==> src/rtl/sweep_step_ctrl_if.sv <==
// Sweep sequencer control/status bundle: start/stop/hold controls, sweep
// configuration and the step/pulse outputs toward the NCO wave path.
interface sweep_step_ctrl_if #(
   parameter int unsigned DEPTH   = 1024,
   parameter int unsigned DWELL_W = 16
);
   localparam int unsigned AW = $clog2(DEPTH);

   logic               i_start;
   logic               i_stop;
   logic               i_hold;
   logic [AW-1:0]      i_step_min;
   logic [AW-1:0]      i_step_max;
   logic [AW-1:0]      i_step_inc;
   logic [DWELL_W-1:0] i_dwell;
   logic [AW-1:0]      o_phase_count_step;
   logic               o_step_update;
   logic               o_busy;
   logic               o_dir;
   logic               o_period_done;
   logic               o_cfg_err;

   modport master (
      output i_start, i_stop, i_hold, i_step_min, i_step_max, i_step_inc, i_dwell,
      input  o_phase_count_step, o_step_update, o_busy, o_dir, o_period_done, o_cfg_err
   );

   modport slave (
      input  i_start, i_stop, i_hold, i_step_min, i_step_max, i_step_inc, i_dwell,
      output o_phase_count_step, o_step_update, o_busy, o_dir, o_period_done, o_cfg_err
   );
endinterface

==> src/rtl/sweep_step_ctrl.sv <==
// Automatic frequency-sweep sequencer: ramps the NCO phase-count step between
// latched bounds, holding each value for a programmable dwell.
// Build option: define SWEEP_BIDIR_EN for a triangle sweep; default is sawtooth.
module sweep_step_ctrl #(
   parameter int unsigned DEPTH   = 1024,
   parameter int unsigned DWELL_W = 16
) (
   input logic              i_clk,
   input logic              i_rst_n,
   sweep_step_ctrl_if.slave bus
);
   localparam int unsigned AW = $clog2(DEPTH);

   typedef enum logic [1:0] {StIdle, StRun, StHold} state_e;

   state_e             state_q, state_d;
   logic [AW-1:0]      step_q, step_d;
   logic [AW-1:0]      min_q, min_d;
   logic [AW-1:0]      max_q, max_d;
   logic [AW-1:0]      inc_q, inc_d;
   logic [DWELL_W-1:0] dwell_q, dwell_d;
   logic [DWELL_W-1:0] cnt_q, cnt_d;
   logic               dir_q, dir_d;
   logic               upd_q, upd_d;
   logic               pdone_q, pdone_d;
   logic               cerr_q, cerr_d;

   logic [AW:0]        sum_w;
   logic [AW:0]        diff_w;
   logic [AW-1:0]      up_next;
   logic [AW-1:0]      dn_next;
   logic [DWELL_W-1:0] dwell_eff;

   // Clamped up/down candidates, one bit wider so large increments never wrap
   always_comb begin
      sum_w   = {1'b0, step_q} + {1'b0, inc_q};
      diff_w  = {1'b0, step_q} - {1'b0, inc_q};
      up_next = (sum_w > {1'b0, max_q}) ? max_q : sum_w[AW-1:0];
      dn_next = ($signed(diff_w) < $signed({1'b0, min_q})) ? min_q : diff_w[AW-1:0];
   end

   // Next-state, config latch, counter and pulse generation
   always_comb begin
      state_d   = state_q;
      step_d    = step_q;
      min_d     = min_q;
      max_d     = max_q;
      inc_d     = inc_q;
      dwell_d   = dwell_q;
      cnt_d     = cnt_q;
      dir_d     = dir_q;
      upd_d     = 1'b0;
      pdone_d   = 1'b0;
      cerr_d    = 1'b0;
      dwell_eff = (bus.i_dwell == '0) ? DWELL_W'(1) : bus.i_dwell;

      unique case (state_q)
         StIdle: begin
            // Stop wins over a coincident start
            if (bus.i_start && !bus.i_stop) begin
               min_d   = bus.i_step_min;
               max_d   = bus.i_step_max;
               inc_d   = bus.i_step_inc;
               dwell_d = dwell_eff;
               if ((bus.i_step_min > bus.i_step_max) || (bus.i_step_inc == '0)) begin
                  cerr_d = 1'b1;
               end else begin
                  step_d  = bus.i_step_min;
                  dir_d   = 1'b1;
                  cnt_d   = dwell_eff;
                  upd_d   = 1'b1;
                  state_d = StRun;
               end
            end
         end
         StRun, StHold: begin
            if (bus.i_stop) begin
               state_d = StIdle;
            end else if (bus.i_hold) begin
               state_d = StHold;
            end else begin
               // A cycle leaving HOLD counts as a running cycle
               state_d = StRun;
               if (cnt_q > DWELL_W'(1)) begin
                  cnt_d = cnt_q - DWELL_W'(1);
               end else begin
                  cnt_d = dwell_q;
                  upd_d = 1'b1;
                  if (dir_q) begin
                     if (step_q != max_q) begin
                        step_d = up_next;
                     end else begin
`ifdef SWEEP_BIDIR_EN
                        dir_d  = 1'b0;
                        step_d = dn_next;
`else
                        step_d  = min_q;
                        pdone_d = 1'b1;
`endif
                     end
                  end else if (step_q != min_q) begin
                     step_d = dn_next;
                  end else begin
                     dir_d   = 1'b1;
                     step_d  = up_next;
                     pdone_d = 1'b1;
                  end
               end
            end
         end
         default: state_d = StIdle;
      endcase
   end

   // State and output registers
   always_ff @(posedge i_clk or negedge i_rst_n) begin
      if (!i_rst_n) begin
         state_q <= StIdle;
         step_q  <= '0;
         min_q   <= '0;
         max_q   <= '0;
         inc_q   <= '0;
         dwell_q <= '0;
         cnt_q   <= '0;
         dir_q   <= 1'b1;
         upd_q   <= 1'b0;
         pdone_q <= 1'b0;
         cerr_q  <= 1'b0;
      end else begin
         state_q <= state_d;
         step_q  <= step_d;
         min_q   <= min_d;
         max_q   <= max_d;
         inc_q   <= inc_d;
         dwell_q <= dwell_d;
         cnt_q   <= cnt_d;
         dir_q   <= dir_d;
         upd_q   <= upd_d;
         pdone_q <= pdone_d;
         cerr_q  <= cerr_d;
      end
   end

   assign bus.o_phase_count_step = step_q;
   assign bus.o_step_update      = upd_q;
   assign bus.o_busy             = (state_q != StIdle);
   assign bus.o_dir              = dir_q;
   assign bus.o_period_done      = pdone_q;
   assign bus.o_cfg_err          = cerr_q;
endmodule

==> src/flat_wrapper.sv <==
// flat-port wrapper written by rule: the top's interface ports become plain ports
module sweep_step_ctrl_flat 
#(
   parameter int unsigned DEPTH   = 1024,
   parameter int unsigned DWELL_W = 16
)
  (i_clk, i_rst_n, bus_i_start, bus_i_stop, bus_i_hold, bus_i_step_min, bus_i_step_max, bus_i_step_inc, bus_i_dwell, bus_o_phase_count_step, bus_o_step_update, bus_o_busy, bus_o_dir, bus_o_period_done, bus_o_cfg_err);
  sweep_step_ctrl_if #(.DEPTH(DEPTH), .DWELL_W(DWELL_W)) bus_i ();
  input logic i_clk;
  input logic i_rst_n;
  input wire logic [$bits(bus_i.i_start)-1:0] bus_i_start;
  input wire logic [$bits(bus_i.i_stop)-1:0] bus_i_stop;
  input wire logic [$bits(bus_i.i_hold)-1:0] bus_i_hold;
  input wire logic [$bits(bus_i.i_step_min)-1:0] bus_i_step_min;
  input wire logic [$bits(bus_i.i_step_max)-1:0] bus_i_step_max;
  input wire logic [$bits(bus_i.i_step_inc)-1:0] bus_i_step_inc;
  input wire logic [$bits(bus_i.i_dwell)-1:0] bus_i_dwell;
  output wire logic [$bits(bus_i.o_phase_count_step)-1:0] bus_o_phase_count_step;
  output wire logic [$bits(bus_i.o_step_update)-1:0] bus_o_step_update;
  output wire logic [$bits(bus_i.o_busy)-1:0] bus_o_busy;
  output wire logic [$bits(bus_i.o_dir)-1:0] bus_o_dir;
  output wire logic [$bits(bus_i.o_period_done)-1:0] bus_o_period_done;
  output wire logic [$bits(bus_i.o_cfg_err)-1:0] bus_o_cfg_err;
  assign bus_i.i_start = bus_i_start;
  assign bus_i.i_stop = bus_i_stop;
  assign bus_i.i_hold = bus_i_hold;
  assign bus_i.i_step_min = bus_i_step_min;
  assign bus_i.i_step_max = bus_i_step_max;
  assign bus_i.i_step_inc = bus_i_step_inc;
  assign bus_i.i_dwell = bus_i_dwell;
  assign bus_o_phase_count_step = bus_i.o_phase_count_step;
  assign bus_o_step_update = bus_i.o_step_update;
  assign bus_o_busy = bus_i.o_busy;
  assign bus_o_dir = bus_i.o_dir;
  assign bus_o_period_done = bus_i.o_period_done;
  assign bus_o_cfg_err = bus_i.o_cfg_err;
  sweep_step_ctrl #(.DEPTH(DEPTH), .DWELL_W(DWELL_W)) u_core (.i_clk(i_clk), .i_rst_n(i_rst_n), .bus(bus_i));
endmodule
==> config.mk <==
export PLATFORM = sky130hd
export DESIGN_NAME = sweep_step_ctrl_flat
export DESIGN_NICKNAME = d
export VERILOG_FILES = /design/src/rtl/sweep_step_ctrl_if.sv /design/src/rtl/sweep_step_ctrl.sv /design/src/flat_wrapper.sv
export SDC_FILE = /design/constraint.sdc
export NUM_CORES = 1
export LEC_CHECK = 0
export CORE_MARGIN = 1.5
export CORE_UTILIZATION = 41
export CTS_CLUSTER_DIAMETER = 100
export CTS_CLUSTER_SIZE = 25
export DETAILED_ROUTE_END_ITERATION = 8
export GPL_TIMING_DRIVEN = 0
export PLACE_DENSITY = 0.59
export SLEW_MARGIN = 20
export SYNTH_ARGS = -nofsm -noshare
export SYNTH_HDL_FRONTEND = slang
export SYNTH_SLANG_ARGS = --single-unit
==> constraint.sdc <==
create_clock -name i_clk -period 6.3 [get_ports i_clk]
set_clock_uncertainty 0.1 [all_clocks]
set_input_delay 1.575 -clock i_clk [delete_from_list [all_inputs] [get_ports i_clk]]
set_output_delay 1.575 -clock i_clk [all_outputs]
set_load 0.01 [all_outputs]
==> impl_metrics.tcl, run 1 <==
set metrics [dict create \
    outcome "complete, no violations" \
    grt_overflow 0 \
    netlist_area_um2 5889 \
    clock_latency_ns 0.35 \
    dieArea_um2 15090 \
    whs_path_depth 1 \
    pin_count 66 \
    n_fill_cell 1328 \
    rsz0062_at_grt "no" \
    clk_pin_slew_worst_paths_ns 0.07 \
    first_global_vias 5015 \
    dr.pass1.iters 5 \
    synth_area_per_cell_um2 8.978 \
    drv_cap 0 \
    synthArstFlopShare_pct 100.0 \
    hold_end "u_core.dwell_q[12]" \
    gp_congestion 0.8746 \
    nets 839 \
    initial_utilization_pct 42.26 \
    worstSetupEndpointType "flop" \
    synth_edf_count 0 \
    setup_violations 0 \
    cts_tree "yes" \
    wirelength_um 16880 \
    yosysTopAreaCellShare_pct 32.72 \
    ys_ff_latch 78 \
    portBuffers 65 \
    setup_tns_ns 0 \
    hold_viol 0 \
    relSlewSlack_pct 36.07 \
    crit_top_cell "a21oi_1" \
    synth_top_area_cell "dfrtp_1" \
    seq_area_frac_synth_pct 33.16 \
    vias 5181 \
    drc 0 \
    antenna_found_initial 0 \
    cts_hold_buffers 0 \
    critPathSlowestCell "nor4_1" \
    first_iter_violations 408 \
    num_antenna_cells 0 \
    period_needed_ns 4.908 \
    max_slew.worst_pin.slew_ns 0.9502 \
    synth.area.top_cells "dfrtp_1 33%, ha_1 11%, mux2_2 6.7%" \
    path_cells "clkdlybuf4s50_1, inv_1, ha_1, a21oi_1, o21ai_0, nor4_1, o2111ai_1, nand2_1, o211a_1, clkbuf_1, a21oi_1" \
    hpwlAfterDp_um 13190 \
    fmax_mhz 203.8 \
    cp.required_ns 6.40 \
    cts_resized 0 \
    wire_per_inst_um 18.40 \
    synth.distinct_cells 62 \
    final_cell_mix "77 x dfrtp_1, 64 x clkdlybuf4s50_1, 63 x a21oi_1" \
    syn_nets 762 \
    row_count 43 \
    yosysWarnings 0 \
    timing.reg2reg.setup_slack_ns 1.84 \
    syn_to_final_growth_pct 20.18 \
    worst_path_largest_cell_delay_ns 0.83 \
    clockRootBuffer "clkbuf_16" \
    maxSlewViolCount 0 \
    cts_inserted_buffers 9 \
    drive_gt1_share_pct 9.634 \
    antenna_left 0 \
    die_y_um 122.9 \
    r2r-end "u_core.bus.o_phase_count_step[7]" \
    grt_pass1_wl_um 26920 \
    synthCells 656 \
    reg2reg_depth 16 \
    critical_path_peak_fanout 10 \
    arrival_ns 5.00 \
    cts_sinks 78 \
    hold_path.startpoint "u_core.dwell_q[12]" \
    hp-class "flop to flop" \
    grt_usage_pct 23.44 \
    clk_path_buf_depth 2 \
    core-area_um2 13930 \
    vias_per_cell 5.650 \
    layout_commonest_cell "dfrtp_1" \
    dominantRegCellSynth "dfrtp_1" \
    die_w_um 122.9 \
    critical_path_class "input pin to flop" \
    postCtsSetupBuffers 0 \
    cts_htree_levels 3 \
    reg2reg_from "u_core.bus.o_phase_count_step[1]" \
    finalCritPeriodShare_pct 77.90 \
    worstSetupStartpointType "input pin" \
    grt_max_degree 54 \
]
-- layer usage --
layer  part of all wire [%]  track usage (%)  routed length [um]
met1                     49            33.55                8239
met2                     43            35.31                7258
met3                    6.0            4.833                1013
met4                    2.2            7.340                 363
met5                      0                0                   0
-- stage by stage --
stage          hold WS, ns  worst slack (ns)  cells  area, um2  util (%)
2_1_floorplan       0.3736             2.572    656       5889         -
3_3_place_gp        0.3896            0.5812    901       6765     48.55
3_5_place_dp        0.3950             1.116    902       6790     48.73
4_1_cts             0.4102             1.492    917       7078     50.79
5_1_grt             0.4165             1.043    917       7078     50.79
6_report            0.4102             1.392    917       7078     50.79
-- cells by family after synthesis --
logic type                 after synthesis  share of synthesized area, %
and+or+nand+nor                        171                         14.70
adders and majority gates               55                         11.94
DFF                                     78                         33.16
AOI/OAI and AO/OA                      181                         19.80
muxes                                   48                         8.902
buffers and inverters                   82                         5.396
xor gates and xnor gates                41                         6.097
-- flip-flops by register name, summed over array words and instances (netlist names) --
| register | cells |
|---|---|
| u_core.bus.o_period_done | 1 |
| u_core.bus.o_cfg_err | 1 |
| u_core.min_q | 10 |
| u_core.inc_q | 10 |
| u_core.state_q | 2 |
| u_core.bus.o_dir | 1 |
| u_core.bus.o_phase_count_step | 10 |
| u_core.dwell_q | 16 |
| u_core.bus.o_step_update | 1 |
| u_core.cnt_q | 16 |
| u_core.max_q | 10 |
-- worst max-delay path by stage --
stage | from | to | slack (ns)
after floorplan | u_core.bus.o_phase_count_step[0] | u_core.bus.o_phase_count_step[4] | 2.57
after global placement | i_rst_n | u_core.dwell_q[3] | 0.58
after detailed placement | bus_i_step_max[9] | u_core.cnt_q[6] | 1.12
after CTS | bus_i_step_max[9] | u_core.cnt_q[6] | 1.49
after global routing | bus_i_step_max[9] | u_core.cnt_q[4] | 1.04
final | bus_i_step_max[9] | u_core.cnt_q[6] | 1.39
-- Yosys cell counts, types with 2 or more instances --
library cell	number
nand2b_1	8
dfrtp_1	77
or2_2	2
nand4_1	9
o21ai_0	42
fa_1	2
o211a_1	2
ha_1	53
nor2b_1	8
a31oi_1	7
xor2_1	16
o31ai_1	2
nor4_1	12
a211o_1	2
buf_1	5
and3_1	3
a221oi_1	11
mux2_2	35
nor2_1	43
o21bai_1	3
or3_1	2
inv_1	58
xnor2_1	25
clkbuf_1	12
o21a_1	11
a21o_1	11
nand2_1	53
o211ai_1	7
o221ai_1	3
buf_2	4
o21ai_1	2
a21oi_1	63
nor3_1	11
o22ai_1	2
nand3_1	9
or4_1	3
mux2i_1	13
-- area by class of cell --
| cell class | instances | area [um2] | share of cell area [%] |
|---|---|---|---|
| inverter | 59 | 221.5 | 3.129 |
| clock inverter | 5 | 58.81 | 0.8308 |
| buffer | 23 | 96.34 | 1.361 |
| timing repair buffer | 66 | 675.6 | 9.546 |
| sequential | 78 | 1953 | 27.59 |
| tap | 180 | 225.2 | 3.182 |
| multi-input combinational | 496 | 3618 | 51.12 |
| clock buffer | 10 | 229.0 | 3.235 |
-- worst max-delay path: cells and delay by family --
| family | cells | cell delay [ns] |
|---|---|---|
| compound gates | 5 | 1.04 |
| simple gates | 2 | 1.08 |
| fa+ha+maj | 1 | 0.32 |
| buf+inv | 3 | 0.99 |
Power of run 1 is left out: the tool's default activity adds up to more than one toggle a clock period on the data nets, which glitch-free logic cannot reach.
==> run 2, diff against run 1 <==
--- a/config.mk
+++ b/config.mk
@@ -11,7 +11,7 @@
 export CTS_CLUSTER_SIZE = 25
 export DETAILED_ROUTE_END_ITERATION = 8
 export GPL_TIMING_DRIVEN = 0
-export PLACE_DENSITY = 0.59
+export PLACE_DENSITY = 0.62
 export SLEW_MARGIN = 20
 export SYNTH_ARGS = -nofsm -noshare
 export SYNTH_HDL_FRONTEND = slang
==> constraint.sdc (replaced) <==
create_clock -name i_clk -period 4.45 [get_ports i_clk]
set_clock_uncertainty 0.1 [all_clocks]
set_input_delay 1.1125 -clock i_clk [delete_from_list [all_inputs] [get_ports i_clk]]
set_output_delay 1.1125 -clock i_clk [all_outputs]
set_load 0.01 [all_outputs]
==> run 2 against run 1 <==
Sequential cell count unchanged; critical endpoint is now u_core.bus.o_phase_count_step[2]; highest routed layer unchanged; largest cell class unchanged; die area did not move; register-to-register slack lost 1.6 ns.
==> impl_metrics.tcl, run 2 (same netlist as run 1, synthesis figures left out) <==
set metrics [dict create \
    num_antenna_cells 0 \
    clk_pin_slew_worst_paths_ns 0.06 \
    gp_congestion 0.9663 \
    first_iter_violations 424 \
    syn_to_final_growth_pct 20.52 \
    die_y_um 122.9 \
    vias_per_cell 5.715 \
    critical_path_class "flop to flop" \
    timing.reg2reg.setup_slack_ns 0.20 \
    finalCritPeriodShare_pct 95.51 \
    grt_usage_pct 23.60 \
    r2r-end "u_core.bus.o_phase_count_step[2]" \
    portBuffers 65 \
    critical_path_peak_fanout 10 \
    rsz0062_at_grt "no" \
    top_regs "u_core.cnt_q (16), u_core.dwell_q (16)" \
    reg2reg_depth 16 \
    worstSetupStartpointType "flop" \
    outcome "complete, no violations" \
    reg2reg_from "u_core.bus.o_phase_count_step[0]" \
    whs_path_depth 1 \
    preCtsSetupSlack_ns -0.3357 \
    nets 839 \
    hpwlAfterDp_um 13490 \
    max_slew.worst_pin.slew_ns 0.6906 \
    maxSlewViolCount 0 \
    layout_commonest_cell "dfrtp_1" \
    period_needed_ns 4.250 \
    clockRootBuffer "clkbuf_16" \
    hold_viol 0 \
    hold_end "u_core.dwell_q[6]" \
    relSlewSlack_pct 53.56 \
    first_global_vias 5059 \
    antenna_found_initial 0 \
    cts_tree "yes" \
    grt_overflow 0 \
    hp-class "flop to flop" \
    wirelength_um 17010 \
    clock_latency_ns 0.35 \
    hold_path.startpoint "u_core.dwell_q[6]" \
    arrival_ns 4.37 \
    worstSetupEndpointType "flop" \
    setup_ws_ns 0.1996 \
    cts_htree_levels 3 \
    antenna_left 0 \
    setup_violations 0 \
    clk_path_buf_depth 2 \
    critPathSlowestCell "dfrtp_2" \
    final_cell_mix "75 x dfrtp_1, 64 x clkdlybuf4s50_1, 63 x a21oi_1" \
    fmax_mhz 235.3 \
    core-area_um2 13930 \
    cts_sinks 78 \
    wire_per_inst_um 18.53 \
    pin_count 66 \
    vias 5246 \
    drc 0 \
    grt_max_degree 42 \
    grt_pass1_wl_um 26970 \
    cts_inserted_buffers 9 \
    worst_path_largest_cell_delay_ns 0.45 \
    initial_utilization_pct 42.26 \
    drive_gt1_share_pct 10.30 \
    row_count 43 \
    dieArea_um2 15090 \
    dr.pass1.iters 5 \
    cp.required_ns 4.57 \
    path_cells "inv_1, ha_1, fa_1, nand2b_1, a21oi_1, o21a_1, nor2_1, xnor2_1, ha_1, a21oi_1, o211ai_1, a221oi_1, nor3_2, a21o_1, a221oi_1, o21ai_1" \
    drv_cap 0 \
    die_w_um 122.9 \
]
## run 2: critical path: cells and delay by family (launching register included)
family,cells,cell delay (ns)
buffers and inverters,1,0.11
AND/OR/NAND/NOR,3,0.44
XOR/XNOR,1,0.29
AO/OA/AOI/OAI,8,1.73
adder cells (fa/ha/maj),3,0.99
flip-flops,1,0.45
## run 2: cell type report
cell class / count / area (um2)
multi-input combinational: 496 / 3636
sequential: 78 / 1956
tap: 180 / 225.2
inverter: 59 / 221.5
timing repair buffer: 66 / 668.1
fill: 1336 / 6837
clock buffer: 12 / 246.5
buffer: 23 / 96.34
clock inverter: 4 / 48.80
## run 2: metrics by stage
stage	setup TNS (ns)	hold WS, ns	util, %	instance area (um2)	std cells
floorplan	0	0.3736	-	5889	656
global placement	-57.05	0.3905	48.55	6765	901
detailed placement	-4.088	0.3972	48.68	6783	902
CTS	0	0.4121	50.79	7078	918
global route	0	0.4364	50.94	7098	918
finish	0	0.4080	50.94	7098	918
## run 2: repair_timing
action,in CTS,in global routing
hold buffers,0,0
buffers inserted,0,0
resized for setup,1,6
setup endpoints to repair,4,25
## run 2: worst max path at each step
stage | to | start | cells past startpoint | slack (ns)
after floorplan | u_core.bus.o_phase_count_step[4] | u_core.bus.o_phase_count_step[0] | 17 | 0.72
after global placement | u_core.cnt_q[3] | i_rst_n | 1 | -0.71
after detailed placement | u_core.cnt_q[6] | bus_i_step_max[9] | 11 | -0.34
after CTS | u_core.bus.o_phase_count_step[7] | u_core.bus.o_phase_count_step[0] | 17 | 0.02
after global routing | u_core.bus.o_phase_count_step[2] | u_core.bus.o_phase_count_step[0] | 16 | 0.01
final | u_core.bus.o_phase_count_step[2] | u_core.bus.o_phase_count_step[0] | 16 | 0.20
## run 2: routing by layer
metal | vias up | global-route usage [%] | part of all wire (%)
met1 | 2556 | 33.81 | 47
met4 | 0 | 6.032 | 0.96
met5 | - | 0 | 0
li1 | 2497 | - | -
met2 | 178 | 37.22 | 46
met3 | 15 | 3.485 | 6.0
Power of run 2 is left out for the same reason.
